<file path="src/rtl/alarm_scheduler_pkg.sv">
// alarm_scheduler_pkg
//   Shared types and helpers for the alarm scheduler slice.
//   - N_CH_DEF / SEC_W_DEF : default channel count and seconds width
//   - ch_cfg_t             : per-channel programmed configuration
//   - evt_t                : one delivered event (channel + stamped second)
//   - rr_wrap()            : circular index helper used by the arbiter
package alarm_scheduler_pkg;

  localparam int N_CH_DEF  = 4;
  localparam int SEC_W_DEF = 16;
  localparam int CH_W_DEF  = $clog2(N_CH_DEF);

  typedef struct packed {
    logic                 en;
    logic [SEC_W_DEF-1:0] period;
    logic                 oneshot;
  } ch_cfg_t;

  typedef struct packed {
    logic [CH_W_DEF-1:0]  ch;
    logic [SEC_W_DEF-1:0] second;
  } evt_t;

  // (base + off) mod n for base < n and off < n, without a divider.
  function automatic int rr_wrap(input int base, input int off, input int n);
    int s;
    s = base + off;
    return (s >= n) ? (s - n) : s;
  endfunction

endpackage

</file>
<file path="src/rtl/alarm_scheduler_if.sv">
// alarm_scheduler_if
//   Event output channel of the alarm scheduler.
//   Handshake: an event transfers on a clock edge where evt_valid and
//   evt_ready are both 1. While evt_valid=1 and evt_ready=0 the producer
//   holds evt_ch/evt_second stable; evt_valid never depends on evt_ready.
//   Signals: evt_valid, evt_ready, evt_ch[CH_W], evt_second[SEC_W]
//   Modports: master (scheduler side), slave (consumer side)
interface alarm_scheduler_if #(
  parameter int N_CH  = 4,
  parameter int SEC_W = 16,
  parameter int CH_W  = $clog2(N_CH)
) ();
  logic             evt_valid;
  logic             evt_ready;
  logic [CH_W-1:0]  evt_ch;
  logic [SEC_W-1:0] evt_second;

  modport master (output evt_valid, output evt_ch, output evt_second, input evt_ready);
  modport slave  (input evt_valid, input evt_ch, input evt_second, output evt_ready);
endinterface

</file>
<file path="src/rtl/alarm_rr_arbiter.sv">
// alarm_rr_arbiter
//   Combinational round-robin search: first set request at or after ptr_i,
//   wrapping around. The pointer register lives in the parent.
//   Ports: req_i[N_CH] requests, ptr_i search start, en_i grant enable,
//          gnt_o granted index, gnt_vld_o a grant was made.
module alarm_rr_arbiter
  import alarm_scheduler_pkg::*;
#(
  parameter int N_CH = 4,
  parameter int CH_W = $clog2(N_CH)   // derived; do not override
) (
  input  logic [N_CH-1:0] req_i,
  input  logic [CH_W-1:0] ptr_i,
  input  logic            en_i,
  output logic [CH_W-1:0] gnt_o,
  output logic            gnt_vld_o
);

  always_comb begin
    gnt_o     = '0;
    gnt_vld_o = 1'b0;
    // Scan from the farthest offset down so the nearest match wins last.
    for (int i = N_CH - 1; i >= 0; i--) begin
      if (en_i && req_i[CH_W'(rr_wrap(int'(ptr_i), i, N_CH))]) begin
        gnt_o     = CH_W'(rr_wrap(int'(ptr_i), i, N_CH));
        gnt_vld_o = 1'b1;
      end
    end
  end

endmodule

</file>
<file path="src/rtl/alarm_scheduler.sv">
// alarm_scheduler
//   Multi-channel periodic alarm scheduler counting pps pulses. Expired
//   channels raise pending flags which are delivered one at a time,
//   round-robin, through a single-entry event register.
//   Ports: clk_50m, rst (sync, active-high), pps, second[SEC_W],
//          cfg_we/cfg_ch/cfg_en/cfg_period (config write, always accepted),
//          evt (alarm_scheduler_if.master: evt_valid/ready/ch/second),
//          pending[N_CH], overrun[N_CH] (sticky), dbg_rr_ptr_o (RR pointer).
//   Build option ALARM_SCHEDULER_ONESHOT_EN adds cfg_oneshot: a one-shot
//   channel clears its enable at its first expiry.
module alarm_scheduler
  import alarm_scheduler_pkg::*;
#(
  parameter int N_CH  = N_CH_DEF,
  parameter int SEC_W = SEC_W_DEF,
  parameter int CH_W  = $clog2(N_CH)  // derived; do not override
) (
  input  logic             clk_50m,
  input  logic             rst,
  input  logic             pps,
  input  logic [SEC_W-1:0] second,
  input  logic             cfg_we,
  input  logic [CH_W-1:0]  cfg_ch,
  input  logic             cfg_en,
  input  logic [SEC_W-1:0] cfg_period,
`ifdef ALARM_SCHEDULER_ONESHOT_EN
  input  logic             cfg_oneshot,
`endif
  alarm_scheduler_if.master evt,
  output logic [N_CH-1:0]  pending,
  output logic [N_CH-1:0]  overrun,
  output logic [CH_W-1:0]  dbg_rr_ptr_o
);

  logic [N_CH-1:0]  en_q, en_d, pend_q, pend_d, ovr_q, ovr_d;
  logic [SEC_W-1:0] per_q[N_CH], per_d[N_CH];
  logic [SEC_W-1:0] cnt_q[N_CH], cnt_d[N_CH];
  logic [SEC_W-1:0] stamp_q[N_CH], stamp_d[N_CH];
`ifdef ALARM_SCHEDULER_ONESHOT_EN
  logic [N_CH-1:0]  os_q, os_d;
`endif
  logic [CH_W-1:0]  ptr_q, ptr_d;
  logic             evt_valid_q, evt_valid_d;
  logic [CH_W-1:0]  evt_ch_q, evt_ch_d;
  logic [SEC_W-1:0] evt_sec_q, evt_sec_d;

  logic [N_CH-1:0]  wr, act, gr;
  logic [CH_W-1:0]  gnt;
  logic             gnt_vld, load;

  // The output register reloads when empty or when its event leaves now.
  assign load = !evt_valid_q || evt.evt_ready;

  alarm_rr_arbiter #(.N_CH(N_CH), .CH_W(CH_W)) u_arb (
    .req_i     (pend_q),
    .ptr_i     (ptr_q),
    .en_i      (load),
    .gnt_o     (gnt),
    .gnt_vld_o (gnt_vld)
  );

  always_comb begin
    wr  = '0;
    act = '0;
    gr  = '0;
    for (int c = 0; c < N_CH; c++) begin
      wr[c]  = cfg_we && (cfg_ch == CH_W'(c));
      act[c] = en_q[c] && (per_q[c] != '0);
      gr[c]  = gnt_vld && (gnt == CH_W'(c));
    end
  end

  always_comb begin
    en_d   = en_q;
    pend_d = pend_q;
    ovr_d  = ovr_q;
    per_d  = per_q;
    cnt_d  = cnt_q;
    stamp_d = stamp_q;
`ifdef ALARM_SCHEDULER_ONESHOT_EN
    os_d   = os_q;
`endif
    for (int c = 0; c < N_CH; c++) begin
      if (wr[c]) begin
        // A config write overrides counting on this edge entirely.
        en_d[c]   = cfg_en;
        per_d[c]  = cfg_period;
        cnt_d[c]  = cfg_period;
        pend_d[c] = 1'b0;
        ovr_d[c]  = 1'b0;
`ifdef ALARM_SCHEDULER_ONESHOT_EN
        os_d[c]   = cfg_oneshot;
`endif
      end else begin
        if (gr[c]) pend_d[c] = 1'b0;
        if (pps && act[c]) begin
          if (cnt_q[c] <= SEC_W'(1)) begin
            // A same-cycle grant frees the slot, so this is not an overrun.
            if (pend_q[c] && !gr[c]) ovr_d[c] = 1'b1;
            pend_d[c]  = 1'b1;
            stamp_d[c] = second;
            cnt_d[c]   = per_q[c];
`ifdef ALARM_SCHEDULER_ONESHOT_EN
            if (os_q[c]) en_d[c] = 1'b0;
`endif
          end else begin
            cnt_d[c] = cnt_q[c] - SEC_W'(1);
          end
        end
      end
    end
  end

  always_comb begin
    evt_valid_d = evt_valid_q;
    evt_ch_d    = evt_ch_q;
    evt_sec_d   = evt_sec_q;
    ptr_d       = ptr_q;
    if (load) begin
      if (gnt_vld) begin
        evt_valid_d = 1'b1;
        evt_ch_d    = gnt;
        evt_sec_d   = stamp_q[gnt];
        ptr_d       = (gnt == CH_W'(N_CH - 1)) ? '0 : gnt + CH_W'(1);
      end else begin
        evt_valid_d = 1'b0;
      end
    end
  end

  always_ff @(posedge clk_50m) begin
    if (rst) begin
      en_q        <= '0;
      pend_q      <= '0;
      ovr_q       <= '0;
`ifdef ALARM_SCHEDULER_ONESHOT_EN
      os_q        <= '0;
`endif
      for (int c = 0; c < N_CH; c++) begin
        per_q[c]   <= '0;
        cnt_q[c]   <= '0;
        stamp_q[c] <= '0;
      end
      ptr_q       <= '0;
      evt_valid_q <= 1'b0;
      evt_ch_q    <= '0;
      evt_sec_q   <= '0;
    end else begin
      en_q        <= en_d;
      pend_q      <= pend_d;
      ovr_q       <= ovr_d;
`ifdef ALARM_SCHEDULER_ONESHOT_EN
      os_q        <= os_d;
`endif
      per_q       <= per_d;
      cnt_q       <= cnt_d;
      stamp_q     <= stamp_d;
      ptr_q       <= ptr_d;
      evt_valid_q <= evt_valid_d;
      evt_ch_q    <= evt_ch_d;
      evt_sec_q   <= evt_sec_d;
    end
  end

  assign evt.evt_valid  = evt_valid_q;
  assign evt.evt_ch     = evt_ch_q;
  assign evt.evt_second = evt_sec_q;
  assign pending        = pend_q;
  assign overrun        = ovr_q;
  assign dbg_rr_ptr_o   = ptr_q;

endmodule

</file>
<file path="src/flat_wrapper.sv">
// flat-port wrapper written by rule: the top's interface ports become plain ports
module alarm_scheduler_flat import alarm_scheduler_pkg::*;
#(
  parameter int N_CH  = N_CH_DEF,
  parameter int SEC_W = SEC_W_DEF,
  parameter int CH_W  = $clog2(N_CH)                             
)
  (clk_50m, rst, pps, second, cfg_we, cfg_ch, cfg_en, cfg_period, pending, overrun, dbg_rr_ptr_o, evt_evt_valid, evt_evt_ch, evt_evt_second, evt_evt_ready);
  alarm_scheduler_if #(.N_CH(N_CH), .SEC_W(SEC_W), .CH_W(CH_W)) evt_i ();
  input  logic clk_50m;
  input  logic rst;
  input  logic pps;
  input  logic [SEC_W-1:0] second;
  input  logic cfg_we;
  input  logic [CH_W-1:0] cfg_ch;
  input  logic cfg_en;
  input  logic [SEC_W-1:0] cfg_period;
  output logic [N_CH-1:0] pending;
  output logic [N_CH-1:0] overrun;
  output logic [CH_W-1:0] dbg_rr_ptr_o;
  output wire logic [$bits(evt_i.evt_valid)-1:0] evt_evt_valid;
  output wire logic [$bits(evt_i.evt_ch)-1:0] evt_evt_ch;
  output wire logic [$bits(evt_i.evt_second)-1:0] evt_evt_second;
  input wire logic [$bits(evt_i.evt_ready)-1:0] evt_evt_ready;
  assign evt_evt_valid = evt_i.evt_valid;
  assign evt_evt_ch = evt_i.evt_ch;
  assign evt_evt_second = evt_i.evt_second;
  assign evt_i.evt_ready = evt_evt_ready;
  alarm_scheduler #(.N_CH(N_CH), .SEC_W(SEC_W), .CH_W(CH_W)) u_core (.clk_50m(clk_50m), .rst(rst), .pps(pps), .second(second), .cfg_we(cfg_we), .cfg_ch(cfg_ch), .cfg_en(cfg_en), .cfg_period(cfg_period), .evt(evt_i), .pending(pending), .overrun(overrun), .dbg_rr_ptr_o(dbg_rr_ptr_o));
endmodule
</file>
<file path="config.mk">
export PLATFORM = sky130hd
export DESIGN_NAME = alarm_scheduler_flat
export DESIGN_NICKNAME = d
export VERILOG_FILES = /design/src/rtl/alarm_scheduler_pkg.sv /design/src/rtl/alarm_scheduler_if.sv /design/src/rtl/alarm_rr_arbiter.sv /design/src/rtl/alarm_scheduler.sv /design/src/flat_wrapper.sv
export SDC_FILE = /design/constraint.sdc
export NUM_CORES = 1
export LEC_CHECK = 0
export ABC_CLOCK_PERIOD_IN_PS = 2500
export CAP_MARGIN = 30
export CORE_MARGIN = 4
export CORE_UTILIZATION = 54
export DETAILED_ROUTE_END_ITERATION = 10
export GPL_TIMING_DRIVEN = 0
export PLACE_DENSITY = 0.77
export SLEW_MARGIN = 20
export SYNTH_ARGS = -nofsm -noshare
export SYNTH_HDL_FRONTEND = slang
export SYNTH_SLANG_ARGS = --single-unit
</file>
<file path="constraint.sdc">
create_clock -name clk_50m -period 2.5 [get_ports clk_50m]
set_clock_uncertainty 0.15 [all_clocks]
set_input_delay 0.375 -clock clk_50m [delete_from_list [all_inputs] [get_ports clk_50m]]
set_output_delay 0.375 -clock clk_50m [all_outputs]
set_load 0.005 [all_outputs]
</file>
==> impl_metrics.ini <==
[outcome]
status = finished with violations
violations = setup timing

[pwr]
powerDensity_nw_per_um2 = 673
peakVddDrop_uv = 635
p_leak_nw = 4.85

[floorplan]
core_um2 = 19600
die_y_um = 149
fp-row-count = 51
start_util_pct = 55.1
die-area_um2 = 22300
die_w_um = 149
num_io_pins = 69

[place]
place_inst = 1745
gp_congestion = 0.988
dp_hpwl_um = 25000
place_area_um2 = 11800
port_buffers = 58
post-place-ws_ns = -1.41

[finish]
fillerInstances = 1516
nNetsFinal = 1595
final_cell_mix = 259 x nand2_1, 206 x dfxtp_1, 157 x a21oi_1
stdcell_area_um2 = 14200
diodes = 0
final_common_cell = nand2_1
drive_gt1_share_pct = 22.3
instances_no_fill = 1830
area_growth_pct = 31.6

[timing]
final-hold-violation-count = 0
fin_setup_tns_ns = -9.68
fin_crit_sh_pct = 115
finalWorstSetupSlack_ns = -0.369
slew_headroom_pct = 36.4
tightest_slew_ns = 0.955
hold_slack_ns = 0.0351
fmax_mhz = 349
drv_slew = 0
grt_setup_unrepaired = true
setup_viol = 59
period_needed_ns = 2.87

[critical_path]
crit_required_ns = 2.74
ff2ff_setup_slack_ns = -0.37
reg2reg_depth = 7
start_kind = flip-flop
path_class = reg2reg
crit_fanout = 5
cp.arrival_ns = 3.11
worstSetupEndpointType = flip-flop

[clock_network]
cts_max_level = 1
cts_tree = done
cts_buffer_depth = 3
clkLatencyLatePin_ns = 0.52
cts_made_buffers = 25
cts.clk_slew.worst_paths_ns = 0.06
cts.sinks = 225
root_buffer = clkbuf_16

[detailed_routing]
totalWireLength_um = 39400
drt_first_pass_iters = 5
initialDrtViolationCount = 1353
vias = 11900
routedWlPerCell_um = 21.5
drc = 0
ant_nets = 0
via_per_inst = 6.51

[synth]
synth_cells = 1421
synth_area_um2 = 10800
avgSynthCellArea_um2 = 7.59
ys_ff_latch = 225
synth_cell_type_count = 68
synth_warnings = 0
syn_nets = 1469
synth_ff_type = dfxtp_1
synth-seq-area-share_pct = 41.7
synth_edf_count = 0
postSynth.asyncResetShare_pct = 0

[worst_hold_path]
hold_class = in2reg
whs_path_depth = 3

[global_routing]
grt_pass1_vias = 11400
grt_max_degree = 17
gr-total-overflow = 0
antenna_found_initial = 0
track_usage_pct = 33.5
grt_pass1_wl_um = 60500

[run]
drv_cap = 0
==> through the flow <==
step	utilization [%]	total power (W)
floorplan	-	0.00479
global placement	60.1	0.00518
detailed placement	60.1	0.00521
CTS	69.4	0.00933
global route	72.5	0.00985
finish	72.5	0.00956
==> power by group <==
| part | internal (W) | switching, W |
|---|---|---|
| registers | 0.00369 | 0.000130 |
| clock network | 0.00242 | 0.00151 |
| logic | 0.000776 | 0.00103 |
==> area by class of cell <==
class | count | area [um^2] | area share, %
plain buffers | 99 | 552 | 3.89
clock buffers | 36 | 727 | 5.12
clock inverters | 9 | 148 | 1.04
inverters | 38 | 143 | 1.00
multi-input cells | 1048 | 6650 | 46.8
flip-flops and latches | 225 | 4540 | 32.0
well taps | 265 | 332 | 2.34
repair buffers | 110 | 1110 | 7.81
==> worst paths after layout <==
kind                       from            endpoint
max             u_core.cnt_q[5]     u_core.cnt_q[8]
max reg2reg     u_core.cnt_q[5]     u_core.cnt_q[8]
min              cfg_period[14]    u_core.per_q[46]
min reg2reg  u_core.stamp_q[57]  u_core.stamp_q[57]
==> synth_stat cells, types with 10 or more instances <==
master,count,area [um^2]
mux2i_1,19,190
nor4_1,35,219
nor3_1,59,295
or3_1,10,62.6
buf_4,11,82.6
o21ai_0,45,225
o22ai_1,25,156
a2bb2oi_1,16,140
a211oi_1,37,278
a32o_1,16,160
o211ai_1,17,128
dfxtp_1,225,4500
clkbuf_1,84,315
a31oi_1,13,81.3
nand2_1,325,1220
nor2_1,82,308
or4_1,18,135
inv_1,38,143
a21oi_1,192,961
nand3_1,17,85.1
==> layer usage <==
metal  vias up  wire (um)  track usage, %
li1       5326          -               -
met1      5686      15600            44.6
met4         0       1870            14.8
met3       167       3810            6.68
met5         -          0               0
met2       729      18100            52.8
==> sequential cells by signal, summed over array words and instances (netlist names) <==
name,count
u_core.stamp_q,64
u_core.per_q,64
u_core.overrun,4
u_core.pending,4
u_core.evt.evt_ch,2
u_core.dbg_rr_ptr_o,2
u_core.cnt_q,64
u_core.evt.evt_valid,1
u_core.en_q,4
u_core.evt.evt_second,16
==> worst max-delay path: stages (launching register included) <==
cell and delay [ns]:
dfxtp_4 0.35, or4_4 0.52, or4_4 0.43, or4_4 0.57, buf_4 0.18, mux2_4 0.30
a22oi_2 0.18, o21ai_1 0.07
==> what timing repair did <==
item                       CTS  global route
setup buffers               35            14
hold buffers                 0             0
setup endpoints to repair  136           136
resized for setup          169           171
gates cloned                 4             1
pin swaps                   39            59
==> logic make-up after synthesis <==
logic type      count (synthesis)  share of synthesized area (%)
xor+xnor                        7                          0.568
fa+ha+maj                       8                          0.928
buf+inv                       148                           5.88
simple gates                  591                           24.4
mux                            24                           2.32
flops                         225                           41.7
compound gates                418                           24.2
Power figures use the tool's default switching activity.
